--- config.mk ---
export PLATFORM = sky130hd
export DESIGN_NAME = instr_encoder
export DESIGN_NICKNAME = d
export VERILOG_FILES = /design/src/rtl/instr_encoder.sv
export SDC_FILE = /design/constraint.sdc
export NUM_CORES = 1
export LEC_CHECK = 0
export BUFFER_PORTS_ARGS = -buffer_cell sky130_fd_sc_hd__buf_2
export CELL_PAD_IN_SITES_DETAIL_PLACEMENT = 2
export CELL_PAD_IN_SITES_GLOBAL_PLACEMENT = 2
export CORE_MARGIN = 1.5
export CORE_UTILIZATION = 38
export DETAILED_ROUTE_END_ITERATION = 8
export GPL_ROUTABILITY_DRIVEN = 0
export PLACE_DENSITY_LB_ADDON = 0.1
export RECOVER_POWER = 100
export REMOVE_ABC_BUFFERS = 1
export SLEW_MARGIN = 10
export SYNTH_ARGS = -nofsm -noshare
export SYNTH_HDL_FRONTEND = slang
export SYNTH_SLANG_ARGS = --single-unit
--- constraint.sdc ---
create_clock -name clk -period 3.09 [get_ports clk]
set_input_delay 0.1545 -clock clk [delete_from_list [all_inputs] [get_ports clk]]
set_output_delay 0.1545 -clock clk [all_outputs]
set_load 0.01 [all_outputs]
--- src/rtl/instr_encoder.sv ---
// instr_encoder: packs instruction fields into 16-bit words and streams them
// through a small FIFO into a sequential instruction-memory write port.
`ifndef DATA_WIDTH
`define DATA_WIDTH 16
`endif
module instr_encoder #(
  parameter int DATA_WIDTH = `DATA_WIDTH,
  parameter int ADDR_WIDTH = 8,
  parameter int FIFO_DEPTH = 4
) (
  input  logic                  clk,
  input  logic                  rst_n,
  input  logic                  start,
  input  logic [ADDR_WIDTH-1:0] base_addr,
  input  logic                  finish,
  input  logic                  in_valid,
  output logic                  in_ready,
  input  logic                  in_itype,
  input  logic [3:0]            in_opcode,
  input  logic [3:0]            in_dest,
  input  logic [3:0]            in_src1,
  input  logic [3:0]            in_src2,
  input  logic [7:0]            in_imm,
  output logic                  mem_we,
  input  logic                  mem_ready,
  output logic [ADDR_WIDTH-1:0] mem_addr,
  output logic [DATA_WIDTH-1:0] mem_wdata,
  output logic [ADDR_WIDTH:0]   count,
  output logic                  busy,
  output logic                  done,
  output logic                  wrap_err
);
  localparam int PW = $clog2(FIFO_DEPTH);
  typedef enum logic [1:0] {IDLE, RUN, DRAIN, DONE} state_t;
  state_t                state_q;
  logic [DATA_WIDTH-1:0] fifo_q [FIFO_DEPTH];
  logic [PW:0]           wr_q, rd_q;
  logic [ADDR_WIDTH-1:0] addr_q;
  logic [ADDR_WIDTH:0]   count_q;
  logic                  wrap_q;
  logic [DATA_WIDTH-1:0] enc_d;
  logic                  empty, full, push, pop, active;
  // Extra pointer MSB distinguishes full from empty when the indices match.
  assign empty     = wr_q == rd_q;
  assign full      = (wr_q[PW] != rd_q[PW]) && (wr_q[PW-1:0] == rd_q[PW-1:0]);
  assign active    = (state_q == RUN) || (state_q == DRAIN);
  assign in_ready  = (state_q == RUN) && !full;
  assign push      = in_valid && in_ready;
  assign mem_we    = active && !empty;
  assign pop       = mem_we && mem_ready;
  assign enc_d     = in_itype ? {in_opcode, in_dest, in_imm} : {in_opcode, in_dest, in_src1, in_src2};
  assign mem_wdata = mem_we ? fifo_q[rd_q[PW-1:0]] : '0;
  assign mem_addr  = addr_q;
  assign count     = count_q;
  assign busy      = active;
  assign done      = state_q == DONE;
  assign wrap_err  = wrap_q;
  always_ff @(posedge clk)
    if (push) fifo_q[wr_q[PW-1:0]] <= enc_d;
  always_ff @(posedge clk or negedge rst_n)
    if (!rst_n) begin
      state_q <= IDLE;
      wr_q    <= '0;
      rd_q    <= '0;
      addr_q  <= '0;
      count_q <= '0;
      wrap_q  <= 1'b0;
    end else begin
      if (push) wr_q <= wr_q + 1'b1;
      if (pop) begin
        rd_q    <= rd_q + 1'b1;
        addr_q  <= addr_q + 1'b1;
        count_q <= count_q + 1'b1;
        if (&addr_q) wrap_q <= 1'b1;
      end
      case (state_q)
        IDLE: if (start) begin
          state_q <= RUN;
          addr_q  <= base_addr;
          count_q <= '0;
          wrap_q  <= 1'b0;
          wr_q    <= '0;
          rd_q    <= '0;
        end
        RUN:     if (finish) state_q <= DRAIN;
        DRAIN:   if (empty) state_q <= DONE;
        default: state_q <= IDLE;
      endcase
    end
endmodule

==> metrics.txt, run 1 <==
outcome=finished, violations left; failing checks=max-capacitance violations, max-slew violations; Psw=1745 uW; Clk pwr share=19.2%; Critical Path RT=3.07 ns; DRC Markers=0; Routed Wire Length=9916 um; 1st-pass router iterations=5; 1st-iter DRT viols=64; I/O Pins=77; P per Cell Area=871.6 nW/um^2; fillers=1070; mapped cell area=4103 um^2; top post-synthesis cells by area=edfxtp_1 (47%), dfrtp_1 (16%), mux4_2 (7.1%), ha_1 (3.7%), nor2b_1 (2.4%); Tmin final=2.615 ns; mux cell area share after synthesis=11.74%; largest family of logic cells by synthesized area=multiplexers; area of the multi-input gates=1428 um^2; CTS buffer count=9; initial antenna violation count=0; Max clock buf depth=2; clk_skew=0.01193 ns; H-tree levels=3; clk_lat worst skew=0.36 ns; Setup Buffers After CTS=0; number of synthesized flops with an enable pin=64; P&R area growth vs syn=17.75%; Synth cell types=42; Seq/Total Area, Yosys=62.70%; Reg area=2572 um^2; complex-gate fraction of the synthesized area=7.350%; layout cells sized above 1=17.87%; DIE WIDTH=106.9 um; antenna viol nets, final=0; FFs w/ async S/R, synth=28.89%; Sw Ratio=41.44%; #FFs+latches synth=90; setup TNS=0 ns; Gate power share=42.0%; number of port buffers=76; WS Path Type=flop to flop; max incr delay on CP=0.83 ns; Worst Path Arrival=2.59 ns; VDD IR-drop max=0.3002 mV; Slew Viols, Final=27; Cells after Synth=282; core area=10420 um^2; Initial Utilization=39.39%; Total Nets Final=421; worst-path maximum fanout=16; syn_area_per_cell=14.55 um^2; Yosys top cell by area=edfxtp_1; # rows=37; final core occ=46.38%; area share of fa/ha/maj cells after synthesis=3.660%; share of the synthesized area in the top cell type=46.84%; Max-Cap Viols=1; worst-path cell chain=xor2_1 -> o311a_1 -> and2_0 -> clkbuf_1; worst hold path class=input port to flop; XOR/XNOR Fraction of Synth Area=2.562%; pin count of the biggest net entering global routing=27; cell with the largest stage delay on the worst path=clkbuf_1; CTS root buf=clkbuf_8; Post-CTS Resized=0; GRT overflow=0; RSZ-0062 raised after global routing=false; clock sinks=90; GRT Overall Usage=18.68%; Slew @ Worst Pin=1.597 ns; CTS Hold Buffers Added=4; Die Ht=106.9 um; post-synthesis simple-gate area fraction=9.271%; Min Hold Slack=0.01556 ns; sequential power share=38.8%; Synthesis Warnings=0; first-pass GRT wire length=15840 um; vias in the first global route=2897; ant diodes=0; die footprint=11430 um^2; final HPWL from detailed placement=6786 um; Final Hold Viols=0; vias per cell=5.249; Fmax=382.4 MHz; routed vias=2682; Rel. slew slack=-6.485%; crit start category=flop; LEAKAGE=0.001709 uW; Worst Setup End Kind=flop; clock transition at the registers of the reported paths=0.10 ns; P_int=2466 uW; top post-synthesis cells by count=edfxtp_1 (64), dfrtp_1 (26), nand2_1 (16), nor2b_1 (16), mux4_2 (13); DR WL/cell=19.41 um; final period utilization=84.63%; Setup violations, final=0; most used flip-flop cell after synthesis=edfxtp_1; most common cell in the netlist=edfxtp_1; CTS tree=built
[cell usage in the layout, fill, tap and decap left out, types with 8 or more instances in the layout]
cell / Yosys / final
nor2_1: 10 / 10
buf_2: 2 / 29
clkbuf_1: 5 / 50
or3_1: 8 / 8
a21oi_1: 11 / 11
ha_1: 12 / 12
mux2_1: 0 / 8
mux4_2: 13 / 13
xnor2_1: 9 / 9
dfrtp_1: 26 / 26
clkbuf_8: 0 / 9
nand2_1: 16 / 16
inv_1: 12 / 12
o21ai_0: 11 / 11
nor2b_1: 16 / 16
edfxtp_1: 64 / 64
[cell type report]
class                      count  area share, %
timing repair buffer          89          8.651
multi-input combinational    168          29.55
clock inverter                 7          1.528
clock buffer                   9          2.564
tap                          136          3.522
inverter                      12         0.9324
sequential                    90          53.25
[kinds of logic after synthesis]
kind of cell / Yosys count
XOR/XNOR: 12
buffers and inverters: 24
flip-flops: 90
multiplexers: 26
AND/OR/NAND/NOR: 72
AO/OA/AOI/OAI: 46
adder cells (fa/ha/maj): 12
[flip-flops by register name, summed over array words and instances (netlist names)]
| name | cells |
|---|---|
| count | 9 |
| fifo_q | 64 |
| mem_addr | 8 |
| rd_q | 3 |
| state_q | 2 |
| wr_q | 3 |
| wrap_err | 1 |
[power by group through the flow]
stage | clock, uW | sequential (uW) | combinational, uW
finish | 807 | 1630 | 1770
global route | 877 | 1660 | 1980
CTS | 831 | 1630 | 1910
detailed placement | 0 | 1660 | 1890
global placement | 0 | 1640 | 1820
floorplan | 0 | 1710 | 1060
[metrics by stage]
stage	instances	total power (uW)	setup slack [ns]	area, um^2
after floorplan	270	2773	0.3978	4036
after global placement	489	3467	0.8677	4654
after detailed placement	489	3545	0.7745	4654
after CTS	509	4368	0.4918	4892
after global routing	511	4521	0.2562	4831
final	511	4211	0.4748	4831
[worst max-delay path, delay by kind of cell, from the launching register on]
kind / cells / cell delay [ns]
AO/OA/AOI/OAI: 1 / 0.34
XOR/XNOR: 1 / 0.38
buffers and inverters: 1 / 0.83
flip-flops: 1 / 0.52
AND/OR/NAND/NOR: 1 / 0.16
[metal layers]
layer / routed length [um] / global-route usage (%)
met1: 4296 / 23.05
met4: 103 / 5.143
met3: 417 / 4.073
met2: 5099 / 33.01
met5: 0 / 0
[path summary, 6_finish.rpt]
path,start,end,slack (ns),cells after the start
worst max-delay path,wr_q[0],fifo_q[1][13],0.47,4
worst min-delay path,base_addr[3],mem_addr[3],0.02,3
worst max register to register,wr_q[0],fifo_q[1][13],0.47,4
worst min register to register,wrap_err,wrap_err,0.53,1
max in group asynchronous,rst_n,count[1],1.45,2
min in group asynchronous,rst_n,count[8],0.71,2
No activity file was read; power rests on OpenSTA's default activity.
==> inputs of run 2 (changes only) <==
--- a/config.mk
+++ b/config.mk
@@ -5,11 +5,12 @@
 export SDC_FILE = /design/constraint.sdc
 export NUM_CORES = 1
 export LEC_CHECK = 0
+export ABC_AREA = 1
 export BUFFER_PORTS_ARGS = -buffer_cell sky130_fd_sc_hd__buf_2
 export CELL_PAD_IN_SITES_DETAIL_PLACEMENT = 2
 export CELL_PAD_IN_SITES_GLOBAL_PLACEMENT = 2
 export CORE_MARGIN = 1.5
-export CORE_UTILIZATION = 38
+export CORE_UTILIZATION = 35
 export DETAILED_ROUTE_END_ITERATION = 8
 export GPL_ROUTABILITY_DRIVEN = 0
 export PLACE_DENSITY_LB_ADDON = 0.1
==> constraint.sdc (replaced) <==
create_clock -name clk -period 2.5 [get_ports clk]
set_input_delay 0.125 -clock clk [delete_from_list [all_inputs] [get_ports clk]]
set_output_delay 0.125 -clock clk [all_outputs]
set_load 0.01 [all_outputs]
==> metrics.txt, run 2 <==
outcome=finished, violations left (unchanged); failing checks=max-capacitance violations, max-slew violations (unchanged); clock transition at the registers of the reported paths=0.07 ns (was 0.10 ns); Slew @ Worst Pin=1.672 ns (was 1.597 ns); worst setup margin=0.2410 ns (was 0.4748 ns); most common cell after layout, fill and taps aside=nor2_1 (was edfxtp_1); DRC Markers=0 (unchanged); DR WL/cell=17.49 um (was 19.41 um); 1st-pass router iterations=4 (was 5); Seq/Total Area, Yosys=58.81% (was 62.70%); DIE WIDTH=114.8 um (was 106.9 um); Max clock buf depth=2 (unchanged); number of synthesized flops with an enable pin=64 (unchanged); CTS Hold Buffers Added=7 (was 4); core area=12110 um^2 (was 10420 um^2); GRT Overall Usage=20.13% (was 18.68%); pre-CTS setup slack=0.6059 ns (was 0.7745 ns); Setup Buffers After CTS=0 (unchanged); most common cell in the netlist=nor2_1 (was edfxtp_1); Synth cell types=31 (was 42); worst hold path class=input port to flop (unchanged); Setup violations, final=0 (unchanged); Slew Viols, Final=27 (unchanged); clk_skew=0.006803 ns (was 0.01193 ns); share of the synthesized area in the top cell type=43.94% (was 46.84%); top post-synthesis cells by area=edfxtp_1 (44%), dfrtp_1 (15%), nor2_1 (7.6%), nand2_1 (5.4%), o21ai_0 (4.1%) (was edfxtp_1 (47%), dfrtp_1 (16%), mux4_2 (7.1%), ha_1 (3.7%), nor2b_1 (2.4%)); final HPWL from detailed placement=8673 um (was 6786 um); Critical Path RT=2.38 ns (was 3.07 ns); Final Hold Viols=0 (unchanged); most used flip-flop cell after synthesis=edfxtp_1 (unchanged); CTS tree=built (unchanged); DP Cell Count=674 (was 489); P&R area growth vs syn=17.85% (was 17.75%); Die Ht=114.8 um (was 106.9 um); Synthesis Warnings=0 (unchanged); Cells after Synth=436 (was 282); Worst Path Arrival=2.13 ns (was 2.59 ns); final period utilization=90.36%; initial antenna violation count=0 (unchanged); most frequent cells in the layout=nor2_1 (89), edfxtp_1 (64), nand2_1 (63) (was edfxtp_1 (64), clkbuf_1 (50), buf_2 (29)); die footprint=13180 um^2 (was 11430 um^2); WS Path Type=flop to primary output (was flop to flop); ant diodes=0 (unchanged); Largest register FFs=64 (unchanged); vias in the first global route=3789 (was 2897); # rows=40 (was 37); P per Cell Area=1158 nW/um^2 (was 871.6 nW/um^2); syn_area_per_cell=10.03 um^2 (was 14.55 um^2); routed vias=3432 (was 2682); Initial Utilization=36.12% (was 39.39%); Total Nets Final=575 (was 421); clock sinks=90 (unchanged); antenna viol nets, final=0 (unchanged); clk_lat worst skew=0.34 ns (was 0.36 ns); GRT overflow=0 (unchanged); VDD IR-drop max=0.5335 mV (was 0.3002 mV); FFs w/ async S/R, synth=28.89% (unchanged); Worst Setup End Kind=primary output (was flop); LEAKAGE=0.002108 uW (was 0.001709 uW); number of port buffers=76 (unchanged); Tmin final=2.259 ns; Non-Filler Instances=697 (was 511); pin count of the biggest net entering global routing=35 (was 27); Rel. slew slack=-11.47% (was -6.485%); mapped cell area=4374 um^2 (was 4103 um^2); Fmax=442.7 MHz; worst-path maximum fanout=17 (was 16); vias per cell=4.924 (was 5.249); Post-CTS Resized=0 (unchanged); top post-synthesis cells by count=nor2_1 (89), edfxtp_1 (64), nand2_1 (63), o21ai_0 (36), inv_1 (34) (was edfxtp_1 (64), dfrtp_1 (26), nand2_1 (16), nor2b_1 (16), mux4_2 (13)); first-pass GRT wire length=20050 um (was 15840 um); Max-Cap Viols=1 (unchanged); fillers=1340 (was 1070); CTS root buf=clkbuf_16 (was clkbuf_8); #FFs+latches synth=90 (unchanged); I/O Pins=77 (unchanged); 1st-iter DRT viols=83 (was 64); RSZ-0062 raised after global routing=false (unchanged); CTS buffer count=9 (unchanged); layout cells sized above 1=13.04% (was 17.87%); H-tree levels=3 (unchanged); Routed Wire Length=12190 um (was 9916 um); crit start category=flop (unchanged); Yosys top cell by area=edfxtp_1 (unchanged)
==> run 2: final cells by class <==
class                           instances  area, um^2  share of cell area [%]
Clock buffer                           11       232.7                   4.515
Clock inverter                          5       30.03                  0.5825
Inverter                               38       147.6                   2.864
Multi-Input combinational cell        289        1494                   28.98
Sequential cell                        90        2572                   49.90
Tap cell                              168       210.2                   4.078
Timing Repair Buffer                   96       467.9                   9.078
==> run 2: final timing paths <==
kind                                    from  depth (start not counted)             to  slack (ns)
worst max register to register       wr_q[0]                         10    mem_addr[0]        0.38
worst min register to register      wrap_err                          2       wrap_err        0.58
worst max-delay path                 wr_q[0]                          7  mem_wdata[11]        0.24
worst min-delay path            base_addr[6]                          3    mem_addr[6]        0.03
min in group asynchronous              rst_n                          2       count[6]        0.74
max in group asynchronous              rst_n                          2        wr_q[2]        0.79
==> run 2: worst max-delay path, cell delays in order (launching register included) <==
cell and delay, ns:
dfrtp_1 0.44, inv_1 0.11, nand2_1 0.08, nand2_2 0.06, nand3_1 0.40, nand2_4 0.29
a21oi_1 0.22, clkbuf_1 0.18
==> run 2: stage by stage <==
stage	TNS (ns)	total power (uW)	instance area [um^2]	hold slack (ns)	util (%)
2_1_floorplan	-6.697	3789	4253	-0.1706	-
3_5_place_dp	0	5005	4941	0.2044	40.80
5_1_grt	0	6496	5155	0.04872	42.56
3_3_place_gp	0	4846	4941	0.2023	40.80
6_report	0	5969	5155	0.02842	42.56
4_1_cts	0	6280	5274	0.004407	43.54
==> run 2: routing by layer <==
| layer | part of all wire [%] | GRT usage (%) | up-vias |
|---|---|---|---|
| li1 | - | - | 1634 |
| met1 | 43 | 24.66 | 1722 |
| met2 | 52 | 36.17 | 66 |
| met3 | 3.2 | 3.637 | 10 |
| met4 | 1.4 | 6.337 | 0 |
| met5 | 0 | 0 | - |
==> run 2: cell families after synthesis <==
logic type / after synthesis / share of synthesized area [%]
AO/OA/AOI/OAI: 68 / 8.209
buffers and inverters: 57 / 6.149
flip-flops: 90 / 58.81
multiplexers: 8 / 2.060
XOR/XNOR: 7 / 1.831
AND/OR/NAND/NOR: 194 / 19.51
adder cells (fa/ha/maj): 12 / 3.432
==> run 2: where the power goes <==
group | total (uW) | switching, uW | internal (uW)
clock network | 1240 | 568 | 671
logic | 2680 | 1820 | 864
registers | 2050 | 232 | 1810
==> inputs of run 3 (changes only) <==
--- a/config.mk
+++ b/config.mk
@@ -5,15 +5,15 @@
 export SDC_FILE = /design/constraint.sdc
 export NUM_CORES = 1
 export LEC_CHECK = 0
-export ABC_AREA = 1
+export ABC_AREA = 0
 export BUFFER_PORTS_ARGS = -buffer_cell sky130_fd_sc_hd__buf_2
 export CELL_PAD_IN_SITES_DETAIL_PLACEMENT = 2
 export CELL_PAD_IN_SITES_GLOBAL_PLACEMENT = 2
-export CORE_MARGIN = 1.5
-export CORE_UTILIZATION = 35
+export CORE_MARGIN = 4
+export CORE_UTILIZATION = 38
 export DETAILED_ROUTE_END_ITERATION = 8
 export GPL_ROUTABILITY_DRIVEN = 0
-export PLACE_DENSITY_LB_ADDON = 0.1
+export PLACE_DENSITY_LB_ADDON = 0.15
 export RECOVER_POWER = 100
 export REMOVE_ABC_BUFFERS = 1
 export SLEW_MARGIN = 10
==> metrics.txt, run 3 (same netlist as run 1, synthesis figures left out) <==
Sw Ratio=38.92% (was 43.88%); worst-path maximum fanout=16 (was 17); Worst R2R Setup Slack=0.17 ns (was 0.38 ns); Rel. slew slack=-3.130% (was -11.47%); Largest register FFs=64 (unchanged); Psw=2160 uW (was 2619 uW); Total Nets Final=427 (was 575); Fmax=429.0 MHz (was 442.7 MHz); LEAKAGE=0.001787 uW (was 0.002108 uW); vias per cell=5.182 (was 4.924); ant diodes=0 (unchanged); first-pass GRT wire length=17310 um (was 20050 um); Critical Path RT=2.49 ns (was 2.38 ns); Hold Startpoint=base_addr[6] (unchanged); Area after DPL=4662 um^2 (was 4941 um^2); RSZ-0062 raised after global routing=false (unchanged); GRT Overall Usage=17.90% (was 20.13%); Worst R2R Start=wr_q[1] (was wr_q[0]); Max-Cap Viols=1 (unchanged); 1st-iter DRT viols=86 (was 83); Gate power share=41.3% (was 45.0%); clock transition at the registers of the reported paths=0.10 ns (was 0.07 ns); P&R area growth vs syn=20.52% (was 17.85%); # rows=37 (was 40); most frequent cells in the layout=edfxtp_1 (64), clkbuf_1 (45), buf_2 (32) (was nor2_1 (89), edfxtp_1 (64), nand2_1 (63)); hold-critical path depth=3 (unchanged); die footprint=12520 um^2 (was 13180 um^2); layout cells sized above 1=19.42% (was 13.04%); Clk pwr share=22.2% (was 20.8%); outcome=finished, violations left (unchanged); Setup violations, final=0 (unchanged); Initial Utilization=39.39% (was 36.12%); DR WL/cell=20.45 um (was 17.49 um); GRT overflow=0 (unchanged); antenna viol nets, final=0 (unchanged); DIE WIDTH=111.9 um (was 114.8 um); initial antenna violation count=0 (unchanged); pin count of the biggest net entering global routing=27 (was 35); worst reg-to-reg path cell count=3 (was 10); P per Cell Area=1123 nW/um^2 (was 1158 nW/um^2); VDD IR-drop max=0.4541 mV (was 0.5335 mV); WHS Endpoint=mem_addr[6] (unchanged); I/O Pins=77 (unchanged); number of port buffers=76 (unchanged); most common cell after layout, fill and taps aside=edfxtp_1 (was nor2_1); vias in the first global route=3103 (was 3789); 1st-pass router iterations=4 (unchanged); CTS root buf=clkbuf_8 (was clkbuf_16); Routed Wire Length=10570 um (was 12190 um); DRC Markers=0 (unchanged); failing checks=max-capacitance violations, max-slew violations (unchanged); worst hold path class=input port to flop (unchanged); Min Hold Slack=0.03172 ns (was 0.02842 ns); CTS buffer count=9 (unchanged); Max clock buf depth=2 (unchanged); CTS tree=built (unchanged); clock sinks=90 (unchanged); Slew @ Worst Pin=1.547 ns (was 1.672 ns); Die Ht=111.9 um (was 114.8 um); P_int=3391 uW (was 3350 uW); design area=4945 um^2 (was 5155 um^2); R2R Path End=fifo_q[1][14] (was mem_addr[0]); H-tree levels=3 (unchanged); Slew Viols, Final=27 (unchanged); core area=10420 um^2 (was 12110 um^2); final period utilization=93.25% (was 90.36%); Worst Setup End Kind=flop (was primary output); Final Hold Viols=0 (unchanged); clk_lat worst skew=0.36 ns (was 0.34 ns); Tmin final=2.331 ns (was 2.259 ns); final HPWL from detailed placement=7113 um (was 8673 um); sequential power share=36.5% (was 34.3%); Worst Path Arrival=2.32 ns (was 2.13 ns); clk_skew=0.01307 ns (was 0.006803 ns); WS Path Type=flop to flop (was flop to primary output); routed vias=2679 (was 3432); crit start category=flop (unchanged)
run 3: cell count changes in the layout (fill, tap and decap cells not counted), moves of 8 or more:
cell and delta:
a21oi_1 -14, o21ai_0 -26, nor2_1 -79, inv_1 -22, nand2_1 -47, nor2b_1 +16, clkbuf_16 -9, clkbuf_8 +9
mux4_2 +13, nand3_1 -11, or3_1 +8, nand4_1 -9, xnor2_1 +9
run 3: per-layer routing:
layer / share of wire (%) / GRT usage [%] / up-vias
li1: - / - / 1255
met1: 41 / 21.35 / 1351
met2: 54 / 33.05 / 63
met3: 4.1 / 3.152 / 10
met4: 1.2 / 4.866 / 0
met5: 0 / 0 / -
run 3: through the flow:
stage	setup slack, ns	util, %	std cells	setup TNS (ns)	power, uW
after CTS	0.09970	48.19	517	0	5804
after global placement	0.2850	44.76	490	0	4388
final	0.1688	47.47	517	0	5551
after global routing	0.01606	47.47	517	0	5986
after detailed placement	0.1382	44.76	490	0	4484
after floorplan	-0.1922	-	270	-3.284	3428
run 3: power by group through the flow:
stage,combinational (uW),sequential [uW],clock [uW]
2_1_floorplan,1320,2110,0
3_3_place_gp,2360,2030,0
3_5_place_dp,2430,2060,0
4_1_cts,2500,2030,1270
5_1_grt,2590,2070,1330
6_report,2290,2020,1230
run 3: worst max path at each step:
stage,startpoint,to,slack [ns]
final,wr_q[1],fifo_q[1][14],0.17
after global routing,wr_q[1],fifo_q[1][12],0.02
after CTS,wr_q[1],fifo_q[2][8],0.1
after detailed placement,wr_q[1],fifo_q[2][15],0.14
after global placement,rd_q[2],fifo_q[1][15],0.28
after floorplan,rd_q[0],fifo_q[3][0],-0.19
run 3: timing repair:
action,4_1_cts,5_1_grt
hold buffers,11,0
endpoints found under the setup margin,0,1
endpoints found under the hold margin,60,0
gates resized for setup,0,1
setup buffers,0,0
run 3: final cells by class:
type                    instances  area [um^2]
clock buffers                   9        123.9
clock inverters                 7        123.9
fillers                      1045         5472
inverters                      12        45.04
multi-input cells             168         1428
flip-flops and latches         90         2572
well taps                     136        170.2
repair buffers                 95        481.7
run 3: worst max-delay path: stages, from the launching register on:
cell and delay, ns:
dfrtp_1 0.46, xor2_1 0.38, o311a_1 0.33, and2_1 0.78
